--- src/rtl/openloop_ramp_ctrl.sv ---
// rtl/openloop_ramp_ctrl.sv - start/stop ramp sequencer for the open-loop drive chain
// Optional feature macro: SOFT_STOP_EN (ramped stop through RAMP_DOWN instead of an immediate stop)
module openloop_ramp_ctrl #(
  parameter int prescaler_width = 12,
  parameter int vector_width    = 16,
  parameter int tick_div_width  = 16
) (
  input  logic                       aclk,
  input  logic                       resetn,
  input  logic                       start,
  input  logic                       stop,
  input  logic                       fault,
  input  logic [tick_div_width-1:0]  tick_div,
  input  logic [prescaler_width-1:0] prescaler_start,
  input  logic [prescaler_width-1:0] prescaler_target,
  input  logic [vector_width-1:0]    d_start,
  input  logic [vector_width-1:0]    d_target,
  input  logic [vector_width-1:0]    d_step,
  output logic [prescaler_width-1:0] angle_prescaler,
  output logic [vector_width-1:0]    d_vector,
  output logic                       pwm_enable,
  output logic                       at_speed,
  output logic                       fault_latched,
  output logic [2:0]                 state
);

  localparam logic [2:0] st_idle      = 3'd0;
  localparam logic [2:0] st_ramp_up   = 3'd1;
  localparam logic [2:0] st_run       = 3'd2;
  localparam logic [2:0] st_ramp_down = 3'd3;
  localparam logic [2:0] st_fault     = 3'd4;

  localparam logic [prescaler_width-1:0] p_one    = 1;
  localparam logic [tick_div_width-1:0]  tick_one = 1;
  localparam logic [vector_width-1:0]    d_max    = {1'b0, {(vector_width-1){1'b1}}};

  logic [tick_div_width-1:0]  tick_cnt;
  logic [tick_div_width-1:0]  tick_last;
  logic                       ramping;
  logic                       step;

  logic [vector_width-1:0]    d_target_clamped;
  logic [vector_width:0]      d_up_sum;
  logic [vector_width-1:0]    d_up;
  logic [prescaler_width-1:0] p_up;
  logic                       up_reached;

  logic [2:0]                 state_nxt;
  logic [prescaler_width-1:0] ap_nxt;
  logic [vector_width-1:0]    d_nxt;
  logic                       pwm_nxt;
  logic [tick_div_width-1:0]  cnt_nxt;

  // A tick_div of zero behaves as one step per clock.
  assign tick_last = (tick_div == '0) ? '0 : tick_div - tick_one;
  assign ramping   = (state == st_ramp_up) || (state == st_ramp_down);
  assign step      = ramping && (tick_cnt >= tick_last);

  assign d_target_clamped = (d_target > d_max) ? d_max : d_target;
  assign d_up_sum   = {1'b0, d_vector} + {1'b0, d_step};
  assign d_up       = (d_up_sum > {1'b0, d_target_clamped}) ? d_target_clamped
                                                            : d_up_sum[vector_width-1:0];
  assign p_up       = (angle_prescaler > prescaler_target) ? angle_prescaler - p_one
                                                           : angle_prescaler;
  assign up_reached = (p_up <= prescaler_target) && (d_up >= d_target_clamped);

`ifdef SOFT_STOP_EN
  logic [vector_width-1:0]    d_diff;
  logic [vector_width-1:0]    d_down;
  logic [prescaler_width-1:0] p_down;
  logic                       down_reached;

  assign d_diff       = (d_vector >= d_step) ? d_vector - d_step : '0;
  assign d_down       = (d_diff > d_start) ? d_diff : d_start;
  assign p_down       = (angle_prescaler < prescaler_start) ? angle_prescaler + p_one
                                                            : angle_prescaler;
  assign down_reached = (p_down >= prescaler_start) && (d_down <= d_start);
`endif

  always_comb begin
    state_nxt = state;
    ap_nxt    = angle_prescaler;
    d_nxt     = d_vector;
    pwm_nxt   = pwm_enable;
    if (ramping) begin
      cnt_nxt = step ? '0 : tick_cnt + tick_one;
    end else begin
      cnt_nxt = '0;
    end

    if (fault) begin
      state_nxt = st_fault;
      ap_nxt    = '1;
      d_nxt     = '0;
      pwm_nxt   = 1'b0;
      cnt_nxt   = '0;
    end else begin
      case (state)
        st_idle: begin
          if (start && !stop) begin
            state_nxt = st_ramp_up;
            ap_nxt    = prescaler_start;
            d_nxt     = d_start;
            pwm_nxt   = 1'b1;
            cnt_nxt   = '0;
          end
        end

        st_ramp_up, st_run: begin
          if (stop) begin
`ifdef SOFT_STOP_EN
            state_nxt = st_ramp_down;
            cnt_nxt   = '0;
`else
            state_nxt = st_idle;
            ap_nxt    = '1;
            d_nxt     = '0;
            pwm_nxt   = 1'b0;
            cnt_nxt   = '0;
`endif
          end else if (state == st_ramp_up && step) begin
            // RUN is decided from the post-step values so it lands with the last step.
            ap_nxt = p_up;
            d_nxt  = d_up;
            if (up_reached) begin
              state_nxt = st_run;
            end
          end
        end

`ifdef SOFT_STOP_EN
        st_ramp_down: begin
          if (start && !stop) begin
            state_nxt = st_ramp_up;
            cnt_nxt   = '0;
          end else if (step) begin
            if (down_reached) begin
              state_nxt = st_idle;
              ap_nxt    = '1;
              d_nxt     = '0;
              pwm_nxt   = 1'b0;
            end else begin
              ap_nxt = p_down;
              d_nxt  = d_down;
            end
          end
        end
`endif

        st_fault: begin
          if (start) begin
            state_nxt = st_idle;
            ap_nxt    = '1;
            d_nxt     = '0;
            pwm_nxt   = 1'b0;
          end
        end

        default: begin
          state_nxt = st_idle;
          ap_nxt    = '1;
          d_nxt     = '0;
          pwm_nxt   = 1'b0;
          cnt_nxt   = '0;
        end
      endcase
    end
  end

  always_ff @(posedge aclk or negedge resetn) begin
    if (!resetn) begin
      state           <= st_idle;
      angle_prescaler <= '1;
      d_vector        <= '0;
      pwm_enable      <= 1'b0;
      at_speed        <= 1'b0;
      fault_latched   <= 1'b0;
      tick_cnt        <= '0;
    end else begin
      state           <= state_nxt;
      angle_prescaler <= ap_nxt;
      d_vector        <= d_nxt;
      pwm_enable      <= pwm_nxt;
      at_speed        <= (state_nxt == st_run);
      fault_latched   <= (state_nxt == st_fault);
      tick_cnt        <= cnt_nxt;
    end
  end

endmodule

--- config.mk ---
export PLATFORM = sky130hd
export DESIGN_NAME = openloop_ramp_ctrl
export DESIGN_NICKNAME = d
export VERILOG_FILES = /design/src/rtl/openloop_ramp_ctrl.sv
export SDC_FILE = /design/constraint.sdc
export NUM_CORES = 1
export LEC_CHECK = 0
export CAP_MARGIN = 20
export CORE_MARGIN = 2
export CORE_UTILIZATION = 45
export CTS_BUF_LIST = sky130_fd_sc_hd__clkbuf_8
export DETAILED_ROUTE_END_ITERATION = 10
export PLACE_DENSITY = 0.72
export SLEW_MARGIN = 20
export SYNTH_ARGS = -nofsm -noshare
export SYNTH_HDL_FRONTEND = slang
export SYNTH_SLANG_ARGS = --single-unit
--- constraint.sdc ---
create_clock -name aclk -period 7.8 [get_ports aclk]
set_input_delay 1.56 -clock aclk [delete_from_list [all_inputs] [get_ports aclk]]
set_output_delay 1.56 -clock aclk [all_outputs]
set_load 0.02 [all_outputs]
### Yosys cells after proc, flatten, opt, wreduce, memory -nomap -nowiden

Index checks and enable logic that the tools add are counted.

| operators by class | value |
|---|---|
| add/sub/neg operators | 4 |
| order comparisons | 6 |
| equality and inequality tests | 10 |
| muxes and demuxes | 34 |
| reduce and logical (&&, ||, !) cells | 11 |

Operator list:

| cell | count |
|---|---|
| $mux 16 | 13 |
| $pmux 16 s3 | 2 |
| $mux 12 | 6 |
| $pmux 12 s3 | 1 |
| $ge 16x16->1 | 2 |
| $mux 3 | 6 |
| $add 16x16->17 | 1 |
| $gt 17x16->1 | 1 |
| $add 16x1->16 const B | 1 |
| $gt 16x15->1 const B | 1 |
| $logic_not 16->1 | 1 |
| $sub 16x1->16 const B | 1 |
| $gt 12x12->1 | 1 |
| $le 12x12->1 | 1 |
| $sub 12x1->12 const B | 1 |
| $eq 3x2->1 const B | 3 |
| $ne 3x3->1 const B | 3 |
| $pmux 3 s3 | 1 |
| $eq 3x3->1 const B | 2 |
| $reduce_and 3->1 | 2 |
| $logic_and 1x1->1 | 4 |
| $mux 1 | 4 |
| $ne 4x4->1 const B | 1 |
| $eq 3x1->1 const B | 1 |
| 5 further kinds | 5 |

| storage, ports and cells | value |
|---|---|
| register bits after elaboration | 50 |
| input port bits | 93 |
| output and inout port bits | 34 |
| word-level logic and storage cells | 72 |

### Depth between registers and ports, before layout

| logic depth | value |
|---|---|
| depth after elaboration | 12 |
| depth in mapped cells | 24 |
| mapped depth without buffers | 22 |

### Worst setup path after synthesis

No wires, ideal clock.

| path | value |
|---|---|
| path type | input port to flip-flop |
| start point | in d_step[0] |
| end point | reg at_speed |
| setup time | 0.125 ns |
| arrival time | 6.723 ns |
| required time | 7.675 ns |
| path slack | 0.952 ns |
| stages | 23 |
| path buffers | 2 |
| cell sequence | ha_1 > fa_1 > a211oi_1 > nor2_1 > o21a_1 > o41a_1 > xor2_1 > ha_1 > nand4_1 > inv_1 > a2111o_1 > a2111oi_0 > o21a_1 > buf_4 > buf_6 > mux2_2 > ha_1 > nand4_1 > o221ai_1 > a221o_1 > a31oi_1 > or4b_1 > a2111oi_0 |

| between the ends | value |
|---|---|
| word-level cells in the longest chain between the ends | 11 |

RTL lines:

| item | RTL line | RTL |
|---|---|---|
| start, declared | 18 | `input logic [vector_width-1:0] d_step,` |
| $add 16x16->17 (*) | 60 | `assign d_up_sum = {1'b0, d_vector} + {1'b0, d_step};` |
| $gt 17x16->1 | 61 | `assign d_up = (d_up_sum > {1'b0, d_target_clamped}) ? d_target_clamped` |
| $mux 16 (*) | 61 |  |
| $ge 16x16->1 (*) | 65 | `assign up_reached = (p_up <= prescaler_target) && (d_up >= d_target_clamped);` |
| $logic_and 1x1->1 (*) | 65 |  |
| $mux 3 (*) | 125 | `if (up_reached) begin` |
| $mux 3 (*) | 121 | `end else if (state == st_ramp_up && step) begin` |
| $mux 3 (*) | 110 | `if (stop) begin` |
| $pmux 3 s3 (*) | 98 | `case (state)` |
| $mux 3 (*) | 91 | `if (fault) begin` |
| $eq 3x2->1 (*) | 184 | `at_speed <= (state_nxt == st_run);` |
| end signal, assigned | 184 |  |
| end, declared | 22 | `output logic at_speed,` |

Mark *: on every way between the ends. The rest lies on a longest branch, timed or not.
A chain may end at the register's enable or synchronous reset.

### Worst setup path after layout

| path | value |
|---|---|
| start point | in d_step[0] |
| end point | reg state[1] |

| between the ends | value |
|---|---|
| word-level cells in the longest chain between the ends | 10 |

RTL lines:

| item | RTL line | RTL |
|---|---|---|
| $add 16x16->17 (*) | 60 |  |
| $gt 17x16->1 | 61 |  |
| $mux 16 (*) | 61 |  |
| $ge 16x16->1 (*) | 65 |  |
| $logic_and 1x1->1 (*) | 65 |  |
| $mux 3 (*) | 125 |  |
| $mux 3 (*) | 121 |  |
| $mux 3 (*) | 110 |  |
| $pmux 3 s3 (*) | 98 |  |
| $mux 3 (*) | 91 |  |
| net state_nxt[1] | 48 | `logic [2:0] state_nxt;` |
| end signal, assigned | 172 | `state <= st_idle;` |
| end signal, assigned | 180 | `state <= state_nxt;` |
| end, declared | 24 | `output logic [2:0] state` |

The timed path passes the listed nets; every way through them passes the cells marked *.

==> reports/summary.txt <==
DR iter-0 viols -> 322
DP HPWL -> 13120 um
Placement Rows -> 41
clock tree buffer depth -> 2
area post-placement -> 7291 um2
Sum Neg Setup Slack -> 0 ps
DR vias/cell -> 5.753
max_cap viols -> 0
RSZ-0062 raised after global routing -> no
cell taking the most area after synthesis -> ha_1
Top Ports -> 127
top_reg_cell synth -> dfrtp_1
Hold Crit Depth -> 1
CTS tree -> done
# Post-CTS Setup Buffers -> 0
register area share after synthesis -> 21.66%
Remaining DRCs -> 0
gr usage total -> 23.30%
Place WS -> 28.06 ps
DIE AREA -> 13920 um2
fin. max-slew vios -> 0
maximum fanout along the worst path -> 4
crit path capture type -> register
Comb pwr share -> 47.0%
P_sw -> 0.0003246 W
PortBufs -> 126
part of the power in the clock network -> 19.1%
Sw Share -> 37.14%
Synth top cells by count -> 91 x ha_1, 74 x nor2_1, 51 x inv_1
via count -> 5753
total CTS buffers -> 5
post-synthesis cell area -> 5846 um2
post-route ant nets -> 0
layout cells sized above 1 -> 7.134%
clk_lat worst skew -> 330 ps
WP data arrival -> 7580 ps
worst vdd ir -> 0.07053 mV
WL/cell -> 16.29 um
PD cells -> 118.2 nW/um2
Post-Synthesis Cells -> 708
routed wire length -> 16290 um
Static Leak -> 3.449 nW
Mean Syn Cell Area -> 8.257 um2
Starting Density -> 46.13%
clock period minus worst slack -> 7377 ps
initial antenna violation count -> 1
yosys warns -> 0
Core Area -> 12670 um2
Reg clk slew, reported paths -> 100 ps
die span in x -> 118.0 um
slack of the critical path -> 423.0 ps
final setup vio count -> 0
fin nets -> 1011
Die Span Y -> 118.0 um
final period utilization -> 94.58%
H-tree levels -> 2
internal power -> 0.0005494 W
EDFF count, synth -> 0
Post-synth ARST share -> 100.0%
Finished Cell Area -> 7395 um2
Rel. slew slack -> 40.14%
most instantiated library cell after synthesis -> ha_1
area grow syn2layout -> 26.50%
DR pass1 iterations -> 5
status -> finished, final reports clean
Synth cell types -> 67
post-synth top area share -> 19.48%
Startpoint Class -> input pin
synth top area cells -> ha_1 19%, dfrtp_1 16%, dfstp_2 5.4%
Yosys reg bits -> 50
largest net degree at the start of global routing -> 51
Hold Crit Class -> reg -> reg
Reg power frac -> 33.9%
Critical Path RT -> 8000 ps
CP Class -> in -> reg
final global-route overflow total -> 0
FMAX -> 0.1356 GHz
Clock Skews -> 17.70 ps
Reg2Reg Depth -> 22
vias in the first global route -> 5848
first-pass GRT wire length -> 27240 um
final hold violation count -> 0
Worst Tran Pin Value -> 875.2 ps
final core occ -> 58.36%
routability cong. -> 0.9345
CTS root buffer -> clkbuf_8
clock sink total -> 50
path summary, 6_finish.rpt:
path                                    startpoint            endpoint  slack, ps
worst min-delay path            angle_prescaler[7]  angle_prescaler[7]        540
worst max-delay path                     d_step[0]            state[1]        420
worst min register to register  angle_prescaler[7]  angle_prescaler[7]        540
min in group asynchronous                   resetn         d_vector[0]       1340
max in group asynchronous                   resetn         tick_cnt[6]       5990
worst max register to register         d_vector[0]            state[1]       1680
cells in the final DEF (no fill, tap or decap), types with 6 or more instances in the layout:
master	count
nor2b_1	9
nor4_1	6
a22o_1	15
clkdlybuf4s50_1	125
xnor2_1	22
nand3_1	23
o21a_1	8
xor2_1	26
dfrtp_1	38
and3_1	9
o21bai_1	7
ha_1	91
clkbuf_8	6
or2_2	7
a21oi_1	48
mux2_2	9
mux2i_1	13
dfstp_2	12
a21o_1	28
inv_1	51
o21ai_0	26
nor2_1	74
nor3_1	18
nand4_1	10
buf_4	7
nand2_1	48
through the flow:
step	total power, W	cells	hold slack (ps)
2_1_floorplan	0.0005509	709	475.4
3_3_place_gp	0.0006912	991	509.9
3_5_place_dp	0.0007052	991	517.3
4_1_cts	0.0008757	999	532.2
5_1_grt	0.0009325	999	545.0
6_report	0.0008740	1000	535.7
logic make-up after synthesis:
| family | Yosys count | share of synthesized area (%) |
|---|---|---|
| adders and majority gates | 92 | 19.82 |
| other | 1 | 0.06415 |
| AOI/OAI and AO/OA | 191 | 22.77 |
| xor gates and xnor gates | 48 | 7.192 |
| muxes | 22 | 3.960 |
| buffers and inverters | 75 | 5.244 |
| and+or+nand+nor | 229 | 19.29 |
| DFF | 50 | 21.66 |
sequential cells by signal, indices dropped and copies added, names as in the netlist:
register         count
state                3
at_speed             1
fault_latched        1
pwm_enable           1
angle_prescaler     12
tick_cnt            16
d_vector            16
power by group through the flow:
stage	clock (W)	combinational (W)	sequential, W
after global placement	0	0.000392	0.000299
after detailed placement	0	0.000405	0.000300
final	0.000167	0.000411	0.000296
after global routing	0.000181	0.000453	0.000298
after floorplan	0	0.000242	0.000309
after CTS	0.000171	0.000409	0.000296
metal layers:
layer	GRT usage [%]	vias up	wire, um
met5	0	-	0
met4	8.434	0	395
met3	2.859	31	759
met2	40.52	164	7927
met1	29.56	2737	7212
li1	-	2821	-
final cells by class:
type	instances	area, um2
diodes	1	2.502
clock buffers	6	82.58
clock inverters	2	12.51
fillers	1169	5276
inverters	51	191.4
multi-input cells	584	4295
flip-flops and latches	50	1266
well taps	172	215.2
repair buffers	134	1329
timing repair:
action / 4_1_cts / 5_1_grt
hold buffers: 0 / 0
gates resized for setup: 0 / 2
endpoints found under the setup margin: 0 / 1
worst max-delay path, cell delays in order:
cell and delay [ps]:
clkdlybuf4s50_1 410, ha_1 230, fa_1 450, a211oi_2 270, nor2_1 100, o21a_1 190
o41a_1 320, xor2_1 160, ha_1 310, nand4_1 150, inv_1 60, a2111o_1 370
a2111oi_0 410, o21a_1 230, buf_4 160, mux2_2 360, ha_1 330, nand4_1 130
o221ai_1 190, a221o_1 140, a31oi_1 50, or4b_1 560, a2111oi_1 420
Note: power is estimated with default switching activity, not from simulation.
